[src/rtl/sense_trace_recorder.sv]
`default_nettype none
// ============================================================================
//  Module      : sense_trace_recorder
//  Description : Trigger-aligned capture of encoded sensor samples into the
//                trace BRAM write port, with a level arm/done handshake to
//                the readout controller in the other clock domain.
//  Revision    : 1.0 - initial release
// ============================================================================
module sense_trace_recorder #(
  parameter int DEPTH       = 56,
  parameter int DECIM       = 1,
  parameter int SYNC_STAGES = 2
) (
  input  logic       clk48m,
  input  logic       rst,
  input  logic       arm,
  input  logic       trig,
  input  logic [7:0] cfg_delay,
  input  logic [6:0] sense_in,
  output logic       we,
  output logic [8:0] waddr,
  output logic [7:0] wdata,
  output logic       busy,
  output logic       done
);

  typedef enum logic [2:0] {
    S_IDLE    = 3'd0,
    S_ARMED   = 3'd1,
    S_DELAY   = 3'd2,
    S_CAPTURE = 3'd3,
    S_DONE    = 3'd4
  } state_t;

  // Ten-bit sample count so that DEPTH=512 is reachable without wrapping.
  localparam logic [9:0] C_DEPTH      = 10'(DEPTH);
  localparam logic [3:0] C_DECIM_LAST = 4'(DECIM - 1);
  // Phase of the decimation counter right after a write.
  localparam logic [3:0] C_DCNT_POST  = (DECIM == 1) ? 4'd0 : 4'd1;

  logic [SYNC_STAGES-1:0] arm_sync_q;
  logic [SYNC_STAGES-1:0] trig_sync_q;
  logic                   trig_q;
  logic                   arm_s;
  logic                   trig_s;
  logic                   trig_e;

  state_t      state_q, state_d;
  logic        we_q, we_d;
  logic [8:0]  waddr_q, waddr_d;
  logic [7:0]  wdata_q, wdata_d;
  logic        busy_q, busy_d;
  logic        done_q, done_d;
  logic [7:0]  dly_q, dly_d;
  logic [7:0]  cnt_q, cnt_d;
  logic [3:0]  dcnt_q, dcnt_d;
  logic [9:0]  scnt_q, scnt_d;
  logic        write_now;

  assign arm_s  = arm_sync_q[SYNC_STAGES-1];
  assign trig_s = trig_sync_q[SYNC_STAGES-1];
  assign trig_e = trig_s & ~trig_q;

  // Bring arm and trig into the sample clock domain and keep the delayed trig for edge detection.
  always_ff @(posedge clk48m or posedge rst) begin
    if (rst) begin
      arm_sync_q  <= '0;
      trig_sync_q <= '0;
      trig_q      <= 1'b0;
    end else begin
      arm_sync_q  <= {arm_sync_q[SYNC_STAGES-2:0], arm};
      trig_sync_q <= {trig_sync_q[SYNC_STAGES-2:0], trig};
      trig_q      <= trig_s;
    end
  end

  // Capture state, counters and registered BRAM/handshake outputs.
  always_ff @(posedge clk48m or posedge rst) begin
    if (rst) begin
      state_q <= S_IDLE;
      we_q    <= 1'b0;
      waddr_q <= '0;
      wdata_q <= '0;
      busy_q  <= 1'b0;
      done_q  <= 1'b0;
      dly_q   <= '0;
      cnt_q   <= '0;
      dcnt_q  <= '0;
      scnt_q  <= '0;
    end else begin
      state_q <= state_d;
      we_q    <= we_d;
      waddr_q <= waddr_d;
      wdata_q <= wdata_d;
      busy_q  <= busy_d;
      done_q  <= done_d;
      dly_q   <= dly_d;
      cnt_q   <= cnt_d;
      dcnt_q  <= dcnt_d;
      scnt_q  <= scnt_d;
    end
  end

  // Next-state logic; a write is issued on the same edge that first enters CAPTURE.
  always_comb begin
    state_d   = state_q;
    we_d      = 1'b0;
    waddr_d   = waddr_q;
    wdata_d   = wdata_q;
    dly_d     = dly_q;
    cnt_d     = cnt_q;
    dcnt_d    = dcnt_q;
    scnt_d    = scnt_q;
    write_now = 1'b0;

    case (state_q)
      S_IDLE: begin
        if (arm_s) begin
          state_d = S_ARMED;
          waddr_d = '0;
          dly_d   = cfg_delay;
          dcnt_d  = '0;
          scnt_d  = '0;
        end
      end
      S_ARMED: begin
        if (!arm_s) begin
          state_d = S_IDLE;
        end else if (trig_e) begin
          if (dly_q == 8'd0) begin
            write_now = 1'b1;
          end else begin
            state_d = S_DELAY;
            cnt_d   = dly_q - 8'd1;
          end
        end
      end
      S_DELAY: begin
        if (!arm_s) begin
          state_d = S_IDLE;
        end else if (cnt_q == 8'd0) begin
          write_now = 1'b1;
        end else begin
          cnt_d = cnt_q - 8'd1;
        end
      end
      S_CAPTURE: begin
        if (!arm_s) begin
          state_d = S_IDLE;
        end else if (scnt_q == C_DEPTH) begin
          // Last sample was presented on the previous cycle.
          state_d = S_DONE;
        end else if (dcnt_q == 4'd0) begin
          write_now = 1'b1;
        end else begin
          dcnt_d = (dcnt_q == C_DECIM_LAST) ? 4'd0 : dcnt_q + 4'd1;
        end
      end
      S_DONE: begin
        if (!arm_s) begin
          state_d = S_IDLE;
        end
      end
      default: begin
        state_d = S_IDLE;
      end
    endcase

    if (write_now) begin
      state_d = S_CAPTURE;
      we_d    = 1'b1;
      waddr_d = scnt_q[8:0];
      wdata_d = {1'b0, sense_in};
      scnt_d  = scnt_q + 10'd1;
      dcnt_d  = C_DCNT_POST;
    end
  end

  // Status flags are registered from the next state so they line up with it.
  always_comb begin
    busy_d = (state_d == S_ARMED) || (state_d == S_DELAY) || (state_d == S_CAPTURE);
    done_d = (state_d == S_DONE);
  end

  assign we    = we_q;
  assign waddr = waddr_q;
  assign wdata = wdata_q;
  assign busy  = busy_q;
  assign done  = done_q;

endmodule
`default_nettype wire

[config.mk]
export PLATFORM = sky130hd
export DESIGN_NAME = sense_trace_recorder
export DESIGN_NICKNAME = d
export VERILOG_FILES = /design/src/rtl/sense_trace_recorder.sv
export SDC_FILE = /design/constraint.sdc
export NUM_CORES = 1
export LEC_CHECK = 0
export ABC_AREA = 1
export ABC_CLOCK_PERIOD_IN_PS = 3000
export CAP_MARGIN = 40
export CORE_MARGIN = 2
export CORE_UTILIZATION = 40
export CTS_CLUSTER_DIAMETER = 40
export DETAILED_ROUTE_END_ITERATION = 8
export REMOVE_ABC_BUFFERS = 1
export SLEW_MARGIN = 20
export SYNTH_ARGS = -nofsm -noshare
export SYNTH_HDL_FRONTEND = slang
export SYNTH_SLANG_ARGS = --single-unit
[constraint.sdc]
create_clock -name clk48m -period 3 [get_ports clk48m]
set_input_delay 0.75 -clock clk48m [delete_from_list [all_inputs] [get_ports clk48m]]
set_output_delay 0.75 -clock clk48m [all_outputs]
set_load 0.02 [all_outputs]
Word-level counts from Yosys, hierarchy flattened

Cells that the tools add are included.

Bits in registers: 57
Input port bits: 19
Output and inout bits: 20

Add/subtract/negate cells: 4
Equality and inequality tests: 18
Mux-type cells: 37
Bitwise logic cells: 2
Reduce and logical (&&, ||, !) cells: 15

Operators with widths:

| operator                                          | count |
|---|---|
| two-way mux 8 bit                                 | 5 |
| two-way mux 10 bit                                | 3 |
| two-way mux 9 bit                                 | 3 |
| two-way mux 3 bit                                 | 8 |
| two-way mux 4 bit                                 | 5 |
| zero test 8 bit                                   | 2 |
| case mux 8 bit (2 select lines)                   | 1 |
| subtractor 8 x 1 -> 8 bit (second input constant) | 2 |
| == test 3 x 2 -> 1 bit (second input constant)    | 4 |
| inequality test 3 bit (second input constant)     | 4 |
| case mux 3 bit (4 select lines)                   | 1 |
| adder 10 x 1 -> 10 bit (second input constant)    | 1 |
| == test 10 x 6 -> 1 bit (second input constant)   | 1 |
| inequality test 2 bit (second input constant)     | 5 |
| two-way mux 1 bit                                 | 9 |
| case mux 4 bit (2 select lines)                   | 1 |
| == test 3 x 1 -> 1 bit (second input constant)    | 2 |
| == test 3 bit (second input constant)             | 2 |
| AND reduction 6 bit                               | 1 |
| nonzero test 2 bit                                | 3 |
| AND reduction 5 bit                               | 1 |
| adder 4 x 1 -> 4 bit (second input constant)      | 1 |
| zero test 4 bit                                   | 1 |
| AND reduction 2 bit                               | 2 |
| 7 further kinds                                   | 8 |

Longest topological paths before layout

Depth in word-level cells: 9
Gate-level depth with buffers: 12
Depth with buffers taken out: 12

Worst setup path after synthesis

No wires, ideal clock.

Kind: register -> register
Start: register scnt_q[0]
End: register dcnt_q[0]
Data arrival time: 1.481 ns
Data required time: 2.884 ns
Setup slack: 1.403 ns
Cell stages (with the launch flop): 13
Buffers on the path: 1
Period minus slack after synthesis: 1.597 ns
Cells stage by stage: dfrtp_1 > inv_1 > ha_1 > nand2_1 > nor2_1 > nand3_1 > nand3_1 > nand2_2 > nand2_4 > buf_8 > a21oi_4 > nand2_1 > nand2_1

Cells in the longest elaborated chain, start to end: 6
Elaborated cells on any way between the ends: 11
Classes of those cells: eq/ne: 5; mux: 4; reduce/logical: 2

RTL lines:

| item                                                                  | line | source |
|---|---|---|
| from (decl)                                                           | 57   | `logic [9:0] scnt_q, scnt_d;` |
| from (signal assigned)                                                | 100  | `scnt_q <= scnt_d;` |
| == test 10 x 6 -> 1 bit *                                             | 150  | `end else if (scnt_q == C_DEPTH) begin` |
| two-way mux 1 bit                                                     | 150  |  |
| two-way mux 1 bit                                                     | 148  | `if (!arm_s) begin` |
| case mux 1 bit (3 select lines)                                       | 116  | `case (state_q)` |
| inequality test 3 bit (no line) or nonzero test 3 bit (tied branches) | -    |  |
| AND reduction 5 bit (no line)                                         | -    |  |
| to (signal assigned)                                                  | 99   | `dcnt_q <= dcnt_d;` |
| to (decl)                                                             | 56   | `logic [3:0] dcnt_q, dcnt_d;` |

Every way passes the cells marked *; elsewhere a longest branch is shown, timed or not.
A chain may end at the register's enable or synchronous reset.

Worst setup path after layout

Start: register wdata_q[0], in the netlist wdata[0]
End: output wdata[0]

RTL lines:

| item                   | line | source |
|---|---|---|
| from (decl)            | 51   | `logic [7:0] wdata_q, wdata_d;` |
| from (signal assigned) | 94   | `wdata_q <= wdata_d;` |
| to (decl)              | 22   | `output logic [7:0] wdata,` |

No word-level cell between the ends.

==> summary.md <==
| Metric | Value |
|---|---|
| Outcome | completed |
| Unrepaired setup endpoints after global routing | false |
| Yosys reg bits | 57 |
| Power after layout | 2.98 mW |
| Critical path depth in cells | 1 |
| R2R depth | 11 |
| # Max-Cap Violations | 0 |
| Pin count of the biggest net entering global routing | 45 |
| Wire length per cell | 12.4 µm |
| Worst flop-to-flop path endpoint | scnt_q[1] |
| Area Overhead vs Synth | 20.9% |
| Later-pin clock latency in the skew report | 340 ps |
| Synth area leader | dfrtp_1 |
| Dpl cell area | 3340 µm² |
| First-pass GRT wire length | 11000 µm |
| Max-slew violations | 0 |
| Setup TNS | 0 ps |
| HP Class | register to register |
| LEAKAGE | 1.67 nW |
| CTS tree | yes |
| Num ports | 39 |
| Tcrit/Tclk final | 69.1% |
| # hold bufs at CTS | 0 |
| Top cells by area, synth | dfrtp_1 49%, nand2_1 13%, nand3_1 5.5% |
| CTS root buf | clkbuf_8 |
| CTS Buf Count | 9 |
| CP cell instances | clkdlybuf4s50_1 |
| Yosys cell types | 35 |
| Design area | 3520 µm² |
| Pwr Density | 846 nW/µm² |
| Post-CTS setup buffers | 0 |
| Fin. Hold Viols | 0 |
| Port bufs | 37 |
| Clk buf depth | 2 |
| Max FO, Critical Path | 2 |
| Worst setup path end | wdata[0] |
| Post-route DRC violation count | 0 |
| Die Area | 7970 µm² |
| Reg-to-Reg Start | scnt_q[0] |
| Relative slew slack | 57.2% |
| Setup crit start kind | register |
| Post-DP HPWL | 4320 µm |
| Antenna violations before repair | 0 |
| Worst Tran Pin Value | 641 ps |
| Row count | 31 |
| Critical Path Max Stage Delay | 620 ps |
| Antenna fix cells | 0 |
| Most frequent cells in the layout | 102 x nand2_1, 57 x dfrtp_1, 37 x clkdlybuf4s50_1 |
| CTS H-tree depth | 3 |
| DR pass1 iterations | 4 |
| Grt total ovfl | 0 |
| Min-Delay Startpoint | trig_sync_q[0] |
| Antenna-violating nets left | 0 |
| VDD IR max | 476 µV |
| Overall global routing resource usage | 18.3% |
| Fraction of layout cells with a size suffix above 1 | 10.3% |
| Reg clk slew, reported paths | 60 ps |
| Ys flop type | dfrtp_1 |
| Syn Inst Count | 354 |
| Clock Skew | 7.53 ps |
| Highest clock rate | 482 MHz |
| Arrival time worst endpoint | 1320 ps |
| Vias/cell | 4.71 |
| CP Capture Type | output pin |
| Via Count | 2346 |
| Crit path max-delay cell type | clkdlybuf4s50_1 |
| Min cycle time layout | 2070 ps |
| Gpl congestion | 0.822 |
| Post-Route WL | 6180 µm |
| Synthesized cell area | 2910 µm² |
| Post-CTS Resized | 0 |
| EDFF count, synth | 0 |
| DIE HEIGHT | 89.3 µm |
| Pre-CTS setup slack | 952 ps |
| Final worst setup slack | 926 ps |
| Top-area cell type share of the netlist area | 49.0% |
| DR iter-0 viols | 124 |
| CTS sink count | 57 |
| Initial Util | 40.8% |
| FF-to-FF setup slack | 950 ps |
| Buf/Inv on CP | 1 |
| Crit. Startpoint | wdata[0] |
| Req. time, crit path | 2250 ps |
| Chip width | 89.3 µm |
| Final Setup Violations | 0 |
| Post-layout nets | 418 |
| Commonest non-fill, non-tap cell in the layout | nand2_1 |
| Delay-heaviest family, CP | buffers and inverters |
| Ys async rst share | 100% |
| Vias in the first global route | 2419 |
| YS warnings | 0 |
| Core area | 7140 µm² |
| Syn Area/Cell | 8.22 µm² |
| Sequential area share after synthesis | 49.0% |
| Crit Path Class | register to output pin |
[metal layers]
metal | share of wire [%] | global-route usage, % | routed length, µm | vias up
li1 | - | - | - | 1215
met1 | 46 | 22.4 | 2860 | 1074
met2 | 46 | 29.6 | 2860 | 50
met3 | 6.2 | 7.11 | 385 | 7
met4 | 1.1 | 6.38 | 68 | 0
met5 | 0 | 0 | 0 | -
[cells by family (layout without fill, tap and decap cells)]
kind of cell    after synthesis  after routing  share of synthesized area (%)
simple gates                184            184                           28.1
flops                        57             57                           49.0
compound gates               49             49                           10.0
buf+inv                      49             94                           7.91
xor+xnor                      9              9                           2.71
fa+ha+maj                     5              5                           2.15
other cells                   1              1                          0.129
[flip-flops by register name, summed over array words and instances, names as in the netlist]
register and count:
wdata 7, dly_q 8, done 1, trig_sync_q 2
arm_sync_q 2, trig_q 1, dcnt_q 4, state_q 3
cnt_q 8, busy 1, scnt_q 10, waddr 9
we 1
[area by class of cell]
type                            count  area [µm²]
Timing Repair Buffer               38         390
Inverter                           40         150
Tap cell                           99         124
Multi-Input combinational cell    248        1250
Fill cell                         696        3620
Sequential cell                    57        1430
Clock buffer                       13         159
Clock inverter                      3        15.0
[power breakdown]
part | leakage [nW] | internal (mW) | switching, mW
clock network | 0.0932 | 0.341 | 0.302
logic | 0.840 | 0.449 | 0.786
registers | 0.740 | 0.959 | 0.141
[worst min path at each step]
| stage | end | slack (ps) | cells past startpoint |
|---|---|---|---|
| 2_1_floorplan | arm_sync_q[1] | 330 | 0 |
| 3_3_place_gp | arm_sync_q[1] | 340 | 0 |
| 3_5_place_dp | trig_sync_q[1] | 340 | 0 |
| 4_1_cts | trig_sync_q[1] | 350 | 0 |
| 5_1_grt | trig_sync_q[1] | 360 | 0 |
| 6_report | trig_sync_q[1] | 350 | 0 |
[cells in the mapped netlist (2+ instances only)]
master and count:
o21ai_1 23, nand4_1 3, and3_1 2, nand2_1 102
a21oi_1 2, dfrtp_1 57, nor2_1 26, nand2_2 4
clkbuf_1 2, ha_1 5, inv_2 4, nor3_1 2
o21ai_0 14, nor2_2 5, nand3b_1 2, nand2_4 2
a21oi_4 2, o21ai_2 5, xor2_1 7, buf_6 4
inv_1 35, xnor2_1 2, nand3_1 32
[stage by stage]
step / std cells / util [%] / hold slack, ps
final: 498 / 49.3 / 348
after global routing: 498 / 49.3 / 360
after CTS: 498 / 49.3 / 351
after detailed placement: 482 / 46.9 / 337
after global placement: 482 / 46.9 / 337
after floorplan: 345 / - / 331
(Power assumes the default switching activity.)
